$ cat src/rtl/rng_pkg.sv
// Shared constants and helpers for the rng block: LFSR width, feedback taps,
// the replacement seed for an all-zero SEED, and the next-state function.
package rng_pkg;

   localparam int          LFSR_W         = 16;
   // x^16 + x^14 + x^13 + x^11 + 1 -> state bits 15, 13, 12, 10
   localparam logic [15:0] LFSR_TAPS      = 16'hB400;
   localparam logic [15:0] LFSR_SAFE_SEED = 16'h0001;

   function automatic logic [LFSR_W-1:0] lfsr_next(input logic [LFSR_W-1:0] s);
      return {s[LFSR_W-2:0], ^(s & LFSR_TAPS)};
   endfunction

   // The all-zero state is a lock-up state for an XOR LFSR, so it is never loaded.
   function automatic logic [LFSR_W-1:0] lfsr_seed(input logic [LFSR_W-1:0] s);
      return (s == '0) ? LFSR_SAFE_SEED : s;
   endfunction

endpackage

$ cat src/rtl/rng_lfsr.sv
// 16-bit Fibonacci LFSR with seed sanitising and synchronous reset.
// Optional RNG_STATE_OUT_EN exposes the registered state for debug.
module rng_lfsr
   import rng_pkg::*;
#(
   parameter logic [LFSR_W-1:0] SEED = 16'h0001
) (
   input  logic              clk,
   input  logic              reset,
`ifdef RNG_STATE_OUT_EN
   output logic [LFSR_W-1:0] state,
`endif
   output logic [LFSR_W-1:0] state_d
);

   localparam logic [LFSR_W-1:0] SEED_SAN = lfsr_seed(SEED);

   // Power-up value lets the block run with reset tied low.
   logic [LFSR_W-1:0] lfsr_q = SEED_SAN;

   // The next value is published so the parent can register a function of it
   // on the same edge and stay in lock-step with this register.
   always_comb begin
      state_d = lfsr_next(lfsr_q);
      if (reset) begin
         state_d = SEED_SAN;
      end
   end

   always_ff @(posedge clk) begin
      if (reset) begin
         lfsr_q <= SEED_SAN;
      end else begin
         lfsr_q <= state_d;
      end
   end

`ifdef RNG_STATE_OUT_EN
   assign state = lfsr_q;
`endif

endmodule

$ cat src/rtl/rng.sv
// Free-running random number source: LFSR state reduced modulo MAX_VALUE into
// a registered output. RNG_STATE_OUT_EN adds the lfsr_state debug port.
module rng
   import rng_pkg::*;
#(
   parameter int          MAX_VALUE = 32,
   parameter logic [31:0] SEED      = 32'd1,
   localparam int         OUT_W     = $clog2(MAX_VALUE)
) (
   input  logic              clk,
   input  logic              reset,
`ifdef RNG_STATE_OUT_EN
   output logic [LFSR_W-1:0] lfsr_state,
`endif
   output logic [OUT_W-1:0]  random_value
);

   localparam logic [LFSR_W-1:0] SEED_LO  = SEED[LFSR_W-1:0];
   localparam logic [LFSR_W-1:0] SEED_SAN = lfsr_seed(SEED_LO);
   localparam logic [LFSR_W-1:0] MOD      = LFSR_W'(MAX_VALUE);
   localparam logic [OUT_W-1:0]  INIT_RV  = OUT_W'(SEED_SAN % MOD);

   // No handshake: consumers sample random_value whenever they need a value;
   // it changes on every clock edge.
   logic [LFSR_W-1:0] state_d;
   logic [OUT_W-1:0]  rv_d;
   logic [OUT_W-1:0]  rv_q = INIT_RV;

   rng_lfsr #(
      .SEED    (SEED_LO)
   ) u_lfsr (
      .clk     (clk),
      .reset   (reset),
`ifdef RNG_STATE_OUT_EN
      .state   (lfsr_state),
`endif
      .state_d (state_d)
   );

   // Remainder is always below MAX_VALUE, so truncation to OUT_W loses nothing.
   assign rv_d = OUT_W'(state_d % MOD);

   // state_d already selects the seed under reset, so this register tracks
   // the LFSR register with zero latency.
   always_ff @(posedge clk) begin
      rv_q <= rv_d;
   end

   assign random_value = rv_q;

endmodule

$ cat config.mk
export PLATFORM = sky130hd
export DESIGN_NAME = rng
export DESIGN_NICKNAME = d
export VERILOG_FILES = /design/src/rtl/rng_pkg.sv /design/src/rtl/rng_lfsr.sv /design/src/rtl/rng.sv
export SDC_FILE = /design/constraint.sdc
export NUM_CORES = 1
export LEC_CHECK = 0
export CORE_UTILIZATION = 35
export CTS_BUF_LIST = sky130_fd_sc_hd__clkbuf_4 sky130_fd_sc_hd__clkbuf_8 sky130_fd_sc_hd__clkbuf_16
export DETAILED_ROUTE_END_ITERATION = 12
export GPL_TIMING_DRIVEN = 0
export PLACE_DENSITY_LB_ADDON = 0.3
export SLEW_MARGIN = 20
export SYNTH_ARGS = -nofsm -noshare
export SYNTH_HDL_FRONTEND = slang
export SYNTH_HIERARCHICAL = 1
export SYNTH_SLANG_ARGS = --single-unit
$ cat constraint.sdc
create_clock -name clk -period 1.5 [get_ports clk]
set_clock_uncertainty 0.2 [all_clocks]
set_input_delay 0.225 -clock clk [delete_from_list [all_inputs] [get_ports clk]]
set_output_delay 0.225 -clock clk [all_outputs]
set_load 0.005 [all_outputs]
# --- Yosys cells after proc, flatten, opt, wreduce, memory -nomap -nowiden ---
# Cells that the tools add are included.
word_totals:
  reg_bits: 21
  input_bits: 2
  output_inout_bits: 5
  wordCells: 4
op_classes:
  muxes: 1
  reduce_logical: 1
op_table:
  columns: ["operator", "n"]
  rows:
  - ["16-bit parity", 1]
  - ["5-bit 2-to-1 mux", 1]

# --- Longest topological paths before layout ---
# Gate-level depths: netlist (run 1).
logic_depth:
  depth_word: 2
  ltp_mapped: 3
  ltp_nobuf: 3

# --- Modules after synthesis ---
# The synthesis (run 1) kept the hierarchy.
by_module_without_submodules:
  columns: ["mod", "n_inst", "cells_each", "area_each_um2", "seq_area_each_um2"]
  rows:
  - ["rng_lfsr", 1, 54, 566.8, 320.3]
  - ["rng", 1, 5, 100.1, 100.1]

# --- Least setup slack after synthesis (run 1) ---
# OpenSTA, ideal clock, no wires.
synth_timing:
  path_kind: "reg2reg"
  start: "register u_lfsr.lfsr_q[10]"
  end: "register rv_q[0], in the netlist random_value[0]"
  setup_time_ps: 119
  t_arrival_ps: 700
  required_ps: 1181
  slack_ps: 480
  path_stages_with_launch: 4
  n_path_buf: 0
  period_less_slack_ps: 1020
  path_cell_list: "dfxtp_1 -> xor2_1 -> xnor2_1 -> nand2b_1"
synth_between:
  elab_chain_cells: 2
synth_lines:
  columns: ["element", "line_no", "source"]
  rows:
  - ["start: declaration", "rng_lfsr.sv:19", "logic [LFSR_W-1:0] lfsr_q = SEED_SAN;"]
  - ["start signal: assignment", "rng_lfsr.sv:34", "lfsr_q <= state_d;"]
  - ["16-bit parity", "rng_pkg.sv:11", "return {s[LFSR_W-2:0], ^(s & LFSR_TAPS)};"]
  - ["5-bit 2-to-1 mux", "rng_lfsr.sv:25", "if (reset) begin"]
  - ["via state_d[0]", "rng.sv:25", "logic [LFSR_W-1:0] state_d;"]
  - ["end signal: assignment", "rng.sv:46", "rv_q <= rv_d;"]
  - ["end: declaration", "rng.sv:27", "logic [OUT_W-1:0] rv_q = INIT_RV;"]
# The timed path passes the listed nets, and every way through them passes these cells.
# A chain may end at the register's enable or synchronous reset.

# --- Worst setup path after layout (run 1) ---
layout_timing:
  start: "register rv_q[3], in the netlist random_value[3]"
  end: "output random_value[3]"
layout_rtl:
  columns: ["element", "line_no", "source"]
  rows:
  - ["end: declaration", "rng.sv:15", "output logic [OUT_W-1:0] random_value"]
# No word-level cell between the ends.

==> results by group, run 1 <==
Worst setup path
  • Worst path cell trace: dlygate4sd2_1
  • Family with the most delay on the worst path: flip-flops
  • Req. time, crit path: roughly 1.1 ns
  • Buf/Inv on CP: 1
  • Setup crit end kind: output port
  • CP arrival: about 0.87 ns
  • Startpoint Class: flop
  • Slowest CP cell: dfxtp_2
  • CP peak stage delay: 0.33 ns
  • CP Class: flop to output port
  • Worst-path maximum fanout: 1

Global routing
  • Global route overflow: 0
  • GRT Total Usage: 8.84%
  • Initial antenna violation count: 0
  • First-pass GRT wire length: ~1.1 mm
  • Pin count of the biggest net entering global routing: 12
  • Vias in the first global route: around 270

Timing
  • Rel. slew slack: 86.7%
  • Slew Limit Fails: 0
  • Final setup fails: 0
  • Hold_ws: 0.252 ns
  • Tmin final: ~1.3 ns
  • Least-Margin Pin Slew: ~0.20 ns
  • Fmax: roughly 0.77 GHz
  • Setup_tns: 0 ns
  • Final Hold Fails: 0
  • Period utilisation layout: a little under nine tenths
  • RSZ-0062 raised after global routing: false

Final layout
  • Layout Nets: between 60 and 70
  • Number of antenna diodes: 0
  • Layout cell share with drive strength beyond 1: 15.5%
  • Final Cell Area: 701 µm²
  • Area Growth Syn to Fin: 17.6%
  • Layout Utilization: roughly 45%
  • Post-Layout Cell Count: 74

Placement
  • Gpl congestion: between 0.6 and 0.7
  • Cell Area, Placed: between 600 and 700 µm²
  • # port buffers: 6
  • Placed Cells: 70

Routing
  • WL final: 688 µm
  • First DRT Iteration DRCs: 0
  • DRC: 0
  • Via density: 4.22
  • DR WL/cell: 9.30 µm
  • Vias: 312
  • DRT Pass-1 Iters: 1
  • Routed Antenna Nets: 0

CTS
  • Worst skew pair latency: ~0.3 ns
  • Max Root-Sink Buffers: 2
  • CTS tree: done
  • CTS sink cnt: 21
  • Clock-pin slew on the worst setup and hold paths: between 0.1 and 0.15 ns
  • Root Driver: clkbuf_4
  • CTS Buf Count: 3
  • Post-cts resize count: 6
  • CTS Hold Bufs: 0
  • Setup bufs post-CTS: 0
  • H-tree levels: 1

Run
  • Max Cap Violations: 0

Synthesis
  • Avg Cell Area, Syn: 12.4 µm²
  • Post-Syn Area: between 500 and 600 µm²
  • Cells after Synth: between 40 and 50
  • Synth Net Count: 50
  • Yosys warns: 6

Floorplan
  • Site row count: 14
  • Die Ht: ~43 µm
  • Die Wd: ~43 µm
  • Die area: 1870 µm²
  • Starting density of the core: about two fifths
  • I/O pins: 7
  • Core area: around 1500 µm²

Pwr
  • Sw frac: about a fifth
  • Clock share of power: 31.8%
  • Power density of the placed cells: ~1300 nW/µm²
  • Psw: ~0.00017 W
  • Combinational share of power: 3.2%
  • Pleak: roughly 0.31 nW
  • Internal power: between 0.0007 and 0.0008 W
  • Seq pwr share: roughly 65%
  • Worst vdd ir: roughly 0.73 mV

Run status
  • Status: completed

Hold path
  • Hold Crit Class: flop to flop
[layout make-up]
type	instances	area (µm²)
fill	156	841
timing repair buffer	6	53.8
sequential	21	422
tap	16	20.0
buffer	3	15.0
multi-input combinational	24	160
clock buffer	4	30.0
[state kept, by name, summed over array words and instances, names as in the netlist]
register,count
random_value,5
u_lfsr/lfsr_q,16
[layer usage]
metal | part of all wire, % | vias to the layer above | global-route usage [%] | wire [µm]
met5 | 0 | - | 0 | 0
met4 | 1.6 | 0 | 7.27 | 11
met3 | 6.3 | 2 | 5.11 | 43
met2 | 42 | 7 | 11.9 | 288
met1 | 50 | 142 | 9.79 | 344
li1 | - | 161 | - | -
[power groups by stage]
stage	Combinational, W	Clock [W]	Sequential, W
after CTS	0.0000289	0.000293	0.000571
after detailed placement	0.0000322	0	0.000584
after floorplan	0.0000148	0	0.000584
after global placement	0.0000321	0	0.000584
after global routing	0.0000308	0.000312	0.000572
final	0.0000281	0.000280	0.000571
[metrics by stage]
step | setup slack (ns) | total power, W
2_1_floorplan | 0.489 | 0.000599
3_3_place_gp | 0.0941 | 0.000616
3_5_place_dp | 0.0941 | 0.000616
5_1_grt | 0.166 | 0.000916
6_report | 0.208 | 0.000879
4_1_cts | 0.191 | 0.000893
[worst paths after layout]
check,startpoint,to,slack [ns],depth (start not counted)
worst max register to register,u_lfsr/lfsr_q[10],u_lfsr/lfsr_q[0],0.40,3
worst min-delay path,u_lfsr/lfsr_q[9],u_lfsr/lfsr_q[10],0.25,1
worst min register to register,u_lfsr/lfsr_q[9],u_lfsr/lfsr_q[10],0.25,1
worst max-delay path,random_value[3],random_value[3],0.21,1
[cells in the final DEF, fill, tap and decap left out]
cell and instances:
nand2b_1 2, nor2b_1 18, clkdlybuf4s50_1 1, nor2b_2 1, buf_2 3, dlygate4sd2_1 5, dfxtp_1 20, dfxtp_2 1
xnor2_1 1, clkbuf_4 4, xor2_1 2
No activity file was read; power rests on OpenSTA's default activity.
==> run 2: changes to the inputs <==
CORE_UTILIZATION = 40   (was 35)
CTS_CLUSTER_SIZE = 20   (was unset)
==> run 2 against run 1 <==
Critical path type unchanged. Fmax increased by 0.78%. Final cell count down 1.4%. Clock-buffer cell count is the same. Utilization up 6.4 points. Wire length grew 0.44%. Setup slack better by 0.010 ns. Critical path depth stayed put. Design area decreased by 0.18%. Sequential share of layout area is 0.11 points higher. Die area fell by 12%. Combinational power about the same.
==> results by group, run 2 (synthesis gave the netlist of run 1 again) <==
Routing
  • DRT Pass-1 Iters: 3
  • DRC: 0
  • Vias: 301
  • Routed Antenna Nets: 0
  • WL final: 691 µm
  • DR WL/cell: between 9 and 10 µm
  • Via density: between 4 and 5
  • First DRT Iteration DRCs: 3

CTS
  • CTS sink cnt: 21
  • CTS tree: done
  • Max Root-Sink Buffers: 2
  • H-tree levels: 1
  • Root Driver: clkbuf_4
  • Clock-pin slew on the worst setup and hold paths: about 0.1 ns
  • CTS Hold Bufs: 0
  • Setup bufs post-CTS: 0
  • Worst skew pair latency: between 0.2 and 0.3 ns
  • CTS Buf Count: 3

Final layout
  • Largest register FFs: 16
  • Area Growth Syn to Fin: 17.4%
  • Top reg by flops: u_lfsr/lfsr_q
  • Most common cell after layout, fill and taps aside: dfxtp_1
  • Number of antenna diodes: 0
  • Multi-input combinational cell area: 160 µm²
  • Fill count: 130
  • FF/Latch Area: between 400 and 500 µm²
  • Layout cell share with drive strength beyond 1: 15.5%
  • Layout Nets: 61
  • Layout Utilization: 51.8%
  • Commonest non-fill, non-tap cells in the layout: 20 x dfxtp_1, 18 x nor2b_1, 5 x dlygate4sd2_1

Timing
  • Period utilisation layout: ~85%
  • Final setup fails: 0
  • Slew Limit Fails: 0
  • Rel. slew slack: between 80 and 90%
  • RSZ-0062 raised after global routing: false
  • Fmax: roughly 0.78 GHz
  • Setup_tns: 0 ns
  • Tmin final: 1.28 ns
  • Setup WS post-layout: ~0.22 ns
  • Final Hold Fails: 0
  • Least-Margin Pin Slew: roughly 0.18 ns

Global routing
  • Met1 GRT Util: 13.9%
  • Vias in the first global route: about 260
  • First-pass GRT wire length: ~1.1 mm
  • Pin count of the biggest net entering global routing: 12
  • Initial antenna violation count: 0
  • Met3 usage: ~8.3%
  • Busiest grt layer: met2
  • M2 GR Usage: between 15 and 20%
  • Global route overflow: 0
  • GRT Total Usage: roughly 11%

Worst setup path
  • Worst-path maximum fanout: 1
  • CP peak stage delay: 0.32 ns
  • R2r worst-path depth: 3
  • Worst path cell trace: dlygate4sd2_1
  • Setup crit end kind: output port
  • Critical path depth: 1
  • Buf/Inv on CP: 1
  • CP Class: flop to output port
  • Req. time, crit path: approximately 1.1 ns
  • Family with the most delay on the worst path: flip-flops
  • CP arrival: approximately 0.86 ns
  • Reg2reg setup slack: roughly 0.44 ns
  • Startpoint Class: flop
  • Slowest CP cell: dfxtp_2

Pwr
  • Psw: 0.000160 W
  • Worst vdd ir: 0.943 mV
  • Power density of the placed cells: approximately 1200 nW/µm²
  • Combinational share of power: approximately 3.2%
  • Sw frac: between 10% and 20%
  • Clock share of power: 30.7%
  • Seq pwr share: 66.0%
  • Internal power: a little over 0.0007 W
  • Pleak: about 0.31 nW

Placement
  • Gpl congestion: between 0.6 and 0.7
  • Pre-CTS WS: between 0.1 and 0.15 ns
  • # port buffers: 6

Floorplan
  • Starting density of the core: approximately 44%
  • Die Wd: roughly 41 µm
  • Core area: 1350 µm²
  • Die area: around 1600 µm²
  • Site row count: 13
  • Die Ht: between 40 and 50 µm
  • I/O pins: 7

Run
  • Max Cap Violations: 0

Hold path
  • Hold Crit Class: flop to flop
  • WHS Path Cells: 1

Run status
  • Status: completed
==> run 2: cell counts in the layout (fill, tap and decap cells not counted) <==
Identical to the previous run, type by type.
==> run 2: layer usage <==
metal  part of all wire [%]  vias to the layer above
li1                       -                      162
met1                     49                      132
met2                     45                        7
met3                    5.9                        0
met4                      0                        0
met5                      0                        -
==> run 2: what timing repair did <==
item / CTS / global route
gates resized for setup: 6 / 0
setup endpoints to repair: 5 / 0
endpoints found under the hold margin: 0 / 0
==> run 2: power by group through the flow <==
| stage | clock, W | sequential (W) | combinational, W |
|---|---|---|---|
| floorplan | 0 | 0.000584 | 0.0000148 |
| global placement | 0 | 0.000584 | 0.0000318 |
| detailed placement | 0 | 0.000584 | 0.0000320 |
| CTS | 0.000284 | 0.000572 | 0.0000289 |
| global route | 0.000310 | 0.000573 | 0.0000321 |
| finish | 0.000266 | 0.000571 | 0.0000281 |
==> run 2: area by class of cell <==
class	count	area share, %
Sequential cell	21	60.3
Buffer	3	2.15
Timing Repair Buffer	6	7.69
Tap cell	15	2.68
Multi-Input combinational cell	24	22.9
Clock buffer	4	4.29
==> run 2: metrics by stage <==
step / std cells / hold WS, ns / cell area [µm²] / total power (W)
4_1_cts: 73 / 0.253 / 699 / 0.000885
2_1_floorplan: 48 / 0.0966 / 596 / 0.000599
3_5_place_dp: 69 / 0.228 / 674 / 0.000616
5_1_grt: 73 / 0.264 / 699 / 0.000915
3_3_place_gp: 69 / 0.216 / 674 / 0.000616
6_report: 73 / 0.244 / 699 / 0.000865
==> run 2: path summary, 6_finish.rpt <==
path	from	endpoint
max	random_value[4]	random_value[4]
min	u_lfsr/lfsr_q[11]	u_lfsr/lfsr_q[12]
max reg2reg	u_lfsr/lfsr_q[10]	u_lfsr/lfsr_q[0]
min reg2reg	u_lfsr/lfsr_q[11]	u_lfsr/lfsr_q[12]
